### src/rtl/debug_serializer_pkg.sv
// Shared types and constants for the debug byte serializer.
package debug_serializer_pkg;

   localparam int unsigned DEF_LEN      = 32;
   localparam int unsigned DEF_CANT_REG = 16;
   localparam int unsigned DEF_CANT_MEM = 8;
   localparam int unsigned DEF_NBITS    = 8;
   localparam int unsigned DEF_NB_LATCH = 480;

   localparam int unsigned BYTES_WORD  = DEF_LEN / DEF_NBITS;
   localparam int unsigned BYTES_LATCH = DEF_NB_LATCH / DEF_NBITS;

   // Bit positions inside the section-select mask
   localparam int unsigned SEL_LATCH = 0;
   localparam int unsigned SEL_REG   = 1;
   localparam int unsigned SEL_MEM   = 2;

   typedef enum logic [2:0] {
      S_IDLE  = 3'd0,
      S_LOAD  = 3'd1,
      S_FETCH = 3'd2,
      S_SEND  = 3'd3,
      S_WAIT  = 3'd4,
      S_NEXT  = 3'd5
   } state_t;

   typedef enum logic [1:0] {
      SEC_LATCH = 2'd0,
      SEC_REG   = 2'd1,
      SEC_MEM   = 2'd2
   } sec_t;

   // Byte counter must hold the full byte count of the longest section
   function automatic int unsigned cnt_width(input int unsigned bw, input int unsigned bl);
      return $clog2((bw > bl) ? bw : bl) + 1;
   endfunction

endpackage

### src/rtl/debug_serializer_byte_shifter.sv
// Loadable right-shift register that exposes its low byte.
module byte_shifter #(
   parameter int unsigned WIDTH = 32,
   parameter int unsigned NBITS = 8
) (
   input  logic             i_clk,
   input  logic             i_rst,
   input  logic             i_load,
   input  logic [WIDTH-1:0] i_din,
   input  logic             i_shift,
   output logic [NBITS-1:0] o_low
);

   logic [WIDTH-1:0] r_q;

   // Load has priority over shift; shift drops the byte just sent
   always_ff @(posedge i_clk or negedge i_rst) begin
      if (!i_rst)
         r_q <= '0;
      else if (i_load)
         r_q <= i_din;
      else if (i_shift)
         r_q <= r_q >> NBITS;
   end

   assign o_low = r_q[NBITS-1:0];

endmodule

### src/rtl/debug_serializer.sv
// Streams a latch snapshot, the register file and data memory as UART bytes.
module debug_serializer
   import debug_serializer_pkg::*;
#(
   parameter int unsigned LEN      = DEF_LEN,
   parameter int unsigned CANT_REG = DEF_CANT_REG,
   parameter int unsigned CANT_MEM = DEF_CANT_MEM,
   parameter int unsigned NBITS    = DEF_NBITS,
   parameter int unsigned NB_LATCH = DEF_NB_LATCH
) (
   input  logic                        i_clk,
   input  logic                        i_rst,
   input  logic                        i_start,
   input  logic [2:0]                  i_sel,
   input  logic [NB_LATCH-1:0]         i_latches,
   input  logic [LEN-1:0]              i_reg,
   input  logic [LEN-1:0]              i_mem_datos,
   input  logic                        i_tx_done,
   output logic [$clog2(CANT_REG)-1:0] o_addr_reg,
   output logic [$clog2(CANT_MEM)-1:0] o_addr_mem,
   output logic [NBITS-1:0]            o_data,
   output logic                        o_tx_start,
   output logic                        o_busy,
   output logic                        o_done
);

   localparam int unsigned AWR = $clog2(CANT_REG);
   localparam int unsigned AWM = $clog2(CANT_MEM);
   localparam int unsigned BW  = LEN / NBITS;
   localparam int unsigned BL  = NB_LATCH / NBITS;
   localparam int unsigned CW  = cnt_width(BW, BL);

   state_t           r_state;
   sec_t             r_sec;
   logic [2:0]       r_sel;
   logic [CW-1:0]    r_cnt;
   logic [AWR-1:0]   r_addr_reg;
   logic [AWM-1:0]   r_addr_mem;
   logic [NBITS-1:0] r_data;
   logic             r_tx_start;
   logic             r_busy;
   logic             r_done;

   logic             w_snap_load;
   logic             w_snap_shift;
   logic             w_word_load;
   logic             w_word_shift;
   logic [LEN-1:0]   w_word_din;
   logic [NBITS-1:0] w_snap_low;
   logic [NBITS-1:0] w_word_low;
   logic             w_addr_last;
   logic             w_has_next;
   sec_t             w_next_sec;

   assign w_snap_load  = (r_state == S_IDLE) && i_start;
   assign w_snap_shift = (r_state == S_WAIT) && i_tx_done && (r_sec == SEC_LATCH);
   assign w_word_load  = (r_state == S_FETCH);
   assign w_word_shift = (r_state == S_WAIT) && i_tx_done && (r_sec != SEC_LATCH);
   assign w_word_din   = (r_sec == SEC_REG) ? i_reg : i_mem_datos;
   assign w_addr_last  = (r_sec == SEC_REG) ? (r_addr_reg == AWR'(CANT_REG - 1))
                                            : (r_addr_mem == AWM'(CANT_MEM - 1));

   byte_shifter #(.WIDTH(NB_LATCH), .NBITS(NBITS)) u_snap (
      .i_clk   (i_clk),
      .i_rst   (i_rst),
      .i_load  (w_snap_load),
      .i_din   (i_latches),
      .i_shift (w_snap_shift),
      .o_low   (w_snap_low)
   );

   byte_shifter #(.WIDTH(LEN), .NBITS(NBITS)) u_word (
      .i_clk   (i_clk),
      .i_rst   (i_rst),
      .i_load  (w_word_load),
      .i_din   (w_word_din),
      .i_shift (w_word_shift),
      .o_low   (w_word_low)
   );

   // Next selected section after the current one, in fixed order latch/reg/mem
   always_comb begin
      w_has_next = 1'b0;
      w_next_sec = SEC_MEM;
      case (r_sec)
         SEC_LATCH: begin
            if (r_sel[SEL_REG]) begin
               w_has_next = 1'b1;
               w_next_sec = SEC_REG;
            end else if (r_sel[SEL_MEM]) begin
               w_has_next = 1'b1;
            end
         end
         SEC_REG:  w_has_next = r_sel[SEL_MEM];
         default:  w_has_next = 1'b0;
      endcase
   end

   // Transfer sequencer with registered outputs
   always_ff @(posedge i_clk or negedge i_rst) begin
      if (!i_rst) begin
         r_state    <= S_IDLE;
         r_sec      <= SEC_LATCH;
         r_sel      <= '0;
         r_cnt      <= '0;
         r_addr_reg <= '0;
         r_addr_mem <= '0;
         r_data     <= '0;
         r_tx_start <= 1'b0;
         r_busy     <= 1'b0;
         r_done     <= 1'b0;
      end else begin
         r_tx_start <= 1'b0;
         r_done     <= 1'b0;
         case (r_state)
            S_IDLE: begin
               if (i_start) begin
                  r_sel      <= i_sel;
                  r_cnt      <= '0;
                  r_addr_reg <= '0;
                  r_addr_mem <= '0;
                  if (i_sel[SEL_LATCH]) begin
                     // Latch bytes come straight from the bus on the snapshot edge
                     r_sec      <= SEC_LATCH;
                     r_data     <= i_latches[NBITS-1:0];
                     r_tx_start <= 1'b1;
                     r_busy     <= 1'b1;
                     r_state    <= S_SEND;
                  end else if (i_sel[SEL_REG]) begin
                     r_sec   <= SEC_REG;
                     r_busy  <= 1'b1;
                     r_state <= S_LOAD;
                  end else if (i_sel[SEL_MEM]) begin
                     r_sec   <= SEC_MEM;
                     r_busy  <= 1'b1;
                     r_state <= S_LOAD;
                  end else begin
                     r_done <= 1'b1;
                  end
               end
            end
            S_LOAD: r_state <= S_FETCH;
            S_FETCH: begin
               r_data     <= w_word_din[NBITS-1:0];
               r_tx_start <= 1'b1;
               r_state    <= S_SEND;
            end
            S_SEND: r_state <= S_WAIT;
            S_WAIT: begin
               if (i_tx_done) begin
                  r_cnt   <= r_cnt + CW'(1);
                  r_state <= S_NEXT;
               end
            end
            S_NEXT: begin
               if ((r_sec == SEC_LATCH) && (r_cnt != CW'(BL))) begin
                  r_data     <= w_snap_low;
                  r_tx_start <= 1'b1;
                  r_state    <= S_SEND;
               end else if ((r_sec != SEC_LATCH) && (r_cnt != CW'(BW))) begin
                  r_data     <= w_word_low;
                  r_tx_start <= 1'b1;
                  r_state    <= S_SEND;
               end else if ((r_sec != SEC_LATCH) && !w_addr_last) begin
                  r_cnt <= '0;
                  if (r_sec == SEC_REG)
                     r_addr_reg <= r_addr_reg + AWR'(1);
                  else
                     r_addr_mem <= r_addr_mem + AWM'(1);
                  r_state <= S_LOAD;
               end else if (w_has_next) begin
                  r_cnt   <= '0;
                  r_sec   <= w_next_sec;
                  r_state <= S_LOAD;
               end else begin
                  r_done  <= 1'b1;
                  r_busy  <= 1'b0;
                  r_state <= S_IDLE;
               end
            end
            default: r_state <= S_IDLE;
         endcase
      end
   end

   assign o_addr_reg = r_addr_reg;
   assign o_addr_mem = r_addr_mem;
   assign o_data     = r_data;
   assign o_tx_start = r_tx_start;
   assign o_busy     = r_busy;
   assign o_done     = r_done;

endmodule

### config.mk
export PLATFORM = sky130hd
export DESIGN_NAME = debug_serializer
export DESIGN_NICKNAME = d
export VERILOG_FILES = /design/src/rtl/debug_serializer_pkg.sv /design/src/rtl/debug_serializer_byte_shifter.sv /design/src/rtl/debug_serializer.sv
export SDC_FILE = /design/constraint.sdc
export NUM_CORES = 1
export LEC_CHECK = 0
export BUFFER_PORTS_ARGS = -buffer_cell sky130_fd_sc_hd__buf_2
export CORE_AREA = 3 3 327 248
export CTS_CLUSTER_DIAMETER = 200
export CTS_CLUSTER_SIZE = 8
export DETAILED_ROUTE_END_ITERATION = 16
export DIE_AREA = 0 0 330 251
export PLACE_DENSITY_LB_ADDON = 0.3
export SYNTH_ARGS = -nofsm -noshare
export SYNTH_HDL_FRONTEND = slang
export SYNTH_SLANG_ARGS = --single-unit
### constraint.sdc
create_clock -name i_clk -period 4.01 [get_ports i_clk]
set_input_delay 0.2005 -clock i_clk [delete_from_list [all_inputs] [get_ports i_clk]]
set_output_delay 0.2005 -clock i_clk [all_outputs]
set_load 0.05 [all_outputs]
==> impl_metrics.csv <==
group,metric,value,unit
synth,ys_types,48,
timing,finClkSkew,0.0235,ns
timing,rsz0062_at_grt,"false",
synth,yosys_warnings,0,
worst_setup_path,cp_slowest_stage_delay,0.60,ns
cells_and_area,design_area,0.0362,mm^2
synth,synth_nets,3536,
worst_setup_path,path_class,"reg -> reg",
timing,setup_tns,0,ns
drt,vias,24800,
worst_setup_path,critPathCaptureType,"flop",
power,cellPowerDensity,674,mW/mm^2
power,p_total,24.4,mW
timing,fmax,329,MHz
drt,first_pass_iters,6,
worst_setup_path,required,4.51,ns
timing,max_slew_margin,0.275,
die,fp.dieW,330,um
drt,wirelength,84800,um
clock_tree,clkTransAtPathRegs,0.05,ns
worst_setup_path,path_cells,"nor3b_2 -> nand2_1 -> o21ai_4 -> buf_12 -> nor2_1 -> a31oi_1",
synth,synth_seq_cells,544,
cells_and_area,drive_above_1_share,0.181,
worst_setup_path,startpoint_type,"flop",
timing,final_hold_viol_count,0,
synth,synth-edff-count,0,
global_routing,grt_pass1_wl,134000,um
clock_tree,postCtsSetupRepairBufs,0,
clock_tree,htreeDepth,3,
clock_tree,cts_inserted_buffers,77,
die,core,0.0783,mm^2
run,maxCapViolations,0,
global_routing,grt_use_total,0.201,
synth,synth-async-reset-ratio,1.00,
power,peakVddDrop,410,uV
die,die_y,251,um
synth,netlist_instances,2980,
clock_tree,clock_latency,0.59,ns
timing,post-route-period-util,0.758,
die,row_count,89,
placement,portBuffers,568,
timing,setup_violations,0,
drt,wl_per_cell,16.8,um
worst_setup_path,path_max_fanout,202,
worst_setup_path,critPathSlowestCell,"dfrtp_1",
power,p_leak,16.8,nW
clock_tree,cts_sinks,544,
placement,placed_cell_area,0.0286,mm^2
placement,dp.final_hpwl,54600,um
global_routing,antenna_found_initial,14,
global_routing,grt_max_degree,203,
drt,drc,0,
die,die-area,0.0828,mm^2
timing,final_max_slew_viol_count,0,
cells_and_area,largest_reg_flops,480,
cells_and_area,layout.nets,4547,
clock_tree,root_buffer,"clkbuf_16",
synth,avgSynthCellArea,8.35,um^2
cells_and_area,top_register,"u_snap.r_q",
run_status,status,"finished, final reports clean",
drt,ant_nets,0,
drt,drt_iter0_markers,1997,
worst_setup_path,timing.critical_path.arrival,3.54,ns
timing,tightest_slew,1.09,ns
placement,place_congestion,0.827,
global_routing,grt_overflow_total,0,
clock_tree,clk_path_buf_depth,3,
synth,synth_ff_type,"dfrtp_1",
die,initial_utilization,0.318,
timing,fin_crit,3.04,ns
worst_hold_path,hold_path_class,"in -> reg",
clock_tree,cts_tree,"built",
global_routing,grt_pass1_vias,24600,
die,io-pin-count,569,
drt,via_per_inst,4.92,
synth,netlist_area,0.0249,mm^2
cells_and_area,areaGrowthSynthToFinish,45.4,%
synth,seq_area_frac_synth,0.547,
==> worst max-delay path: cells and delay by family (launching register included) <==
| family | cells | cell delay [ns] |
|---|---|---|
| AND/OR/NAND/NOR | 3 | 0.87 |
| flip-flops | 1 | 0.60 |
| buffers and inverters | 1 | 0.56 |
| AO/OA/AOI/OAI | 2 | 0.71 |
==> synthesized netlist by cell type (all sizes together) (9+ instances only) <==
cell / n / share of area
nand2: 1036 / 0.16
o21ai: 15 / 0.0033
nor2: 479 / 0.072
a21oi: 24 / 0.0048
mux2: 10 / 0.0045
clkbuf: 122 / 0.018
nand3: 14 / 0.0028
a22o: 9 / 0.0032
buf: 114 / 0.023
and3: 16 / 0.0040
dfrtp: 544 / 0.55
mux2i: 37 / 0.015
a31oi: 489 / 0.12
==> cell usage in the layout (no fill, tap or decap), types with 7 or more instances in the layout <==
| cell type | Yosys | layout |
|---|---|---|
| nand3_1 | 14 | 14 |
| a221o_1 | 8 | 8 |
| and3_1 | 16 | 16 |
| mux2_2 | 9 | 9 |
| inv_1 | 7 | 7 |
| buf_4 | 6 | 35 |
| a21oi_1 | 24 | 24 |
| a31oi_1 | 489 | 489 |
| nor2_1 | 479 | 479 |
| o21ai_0 | 13 | 13 |
| dfrtp_1 | 544 | 544 |
| mux2i_1 | 37 | 37 |
| a22o_1 | 9 | 9 |
| diode_2 | 0 | 13 |
| nand2_1 | 1036 | 1036 |
| clkbuf_16 | 0 | 79 |
| buf_2 | 105 | 567 |
| buf_12 | 0 | 17 |
| dlygate4sd3_1 | 0 | 548 |
==> metal layers <==
metal  share of wire  GRT usage
met1            0.45      0.278
met2            0.45      0.317
met3           0.065     0.0415
met4           0.026     0.0630
met5         0.00029          0
==> logic make-up after synthesis <==
group / Yosys count / share of synthesized area
simple gates: 1573 / 0.243
compound gates: 568 / 0.145
flops: 544 / 0.547
buf+inv: 243 / 0.0428
mux: 47 / 0.0194
fa+ha+maj: 5 / 0.00251
==> final timing paths <==
check	slack, ns	to	startpoint	depth (start not counted)
max in group asynchronous	2.64	u_snap.r_q[303]	i_rst	3
min reg2reg	0.50	u_snap.r_q[476]	u_snap.r_q[476]	1
min	0.19	r_state[0]	i_tx_done	5
min in group asynchronous	0.30	u_snap.r_q[20]	i_rst	2
max	0.97	u_snap.r_q[332]	r_state[2]	6
max reg2reg	0.97	u_snap.r_q[332]	r_state[2]	6
==> final cells by class <==
type                            count  area, um^2
Clock buffer                       79        1980
Inverter                            7        26.3
Timing Repair Buffer             1168        8940
Fill cell                        7341       42100
Multi-Input combinational cell   2193       10200
Antenna cell                       13        32.5
Clock inverter                      3        52.6
Sequential cell                   544       13600
Tap cell                         1046        1310
==> stage by stage <==
stage               hold WS (ns)  utilization  setup slack (ns)  instances
detailed placement         0.340        0.366              1.06       4410
finish                     0.186        0.462             0.969       5053
global route               0.185        0.462             0.707       5050
global placement           0.348        0.366              1.18       4410
CTS                        0.111        0.462              1.04       5040
floorplan                -0.0951            -              1.94       2980
==> repair_timing <==
action	CTS	global route
gates resized for setup	0	0
endpoints found under the hold margin	602	0
setup endpoints to repair	0	0
hold buffers	548	0
==> power breakdown <==
part	leakage (nW)	switching [mW]	internal, mW
Combinational	9.86	5.43	3.65
Sequential	5.92	1.48	8.03
Clock	0.997	2.36	3.46
Total	16.8	9.27	15.1
(Power assumes the default switching activity.)
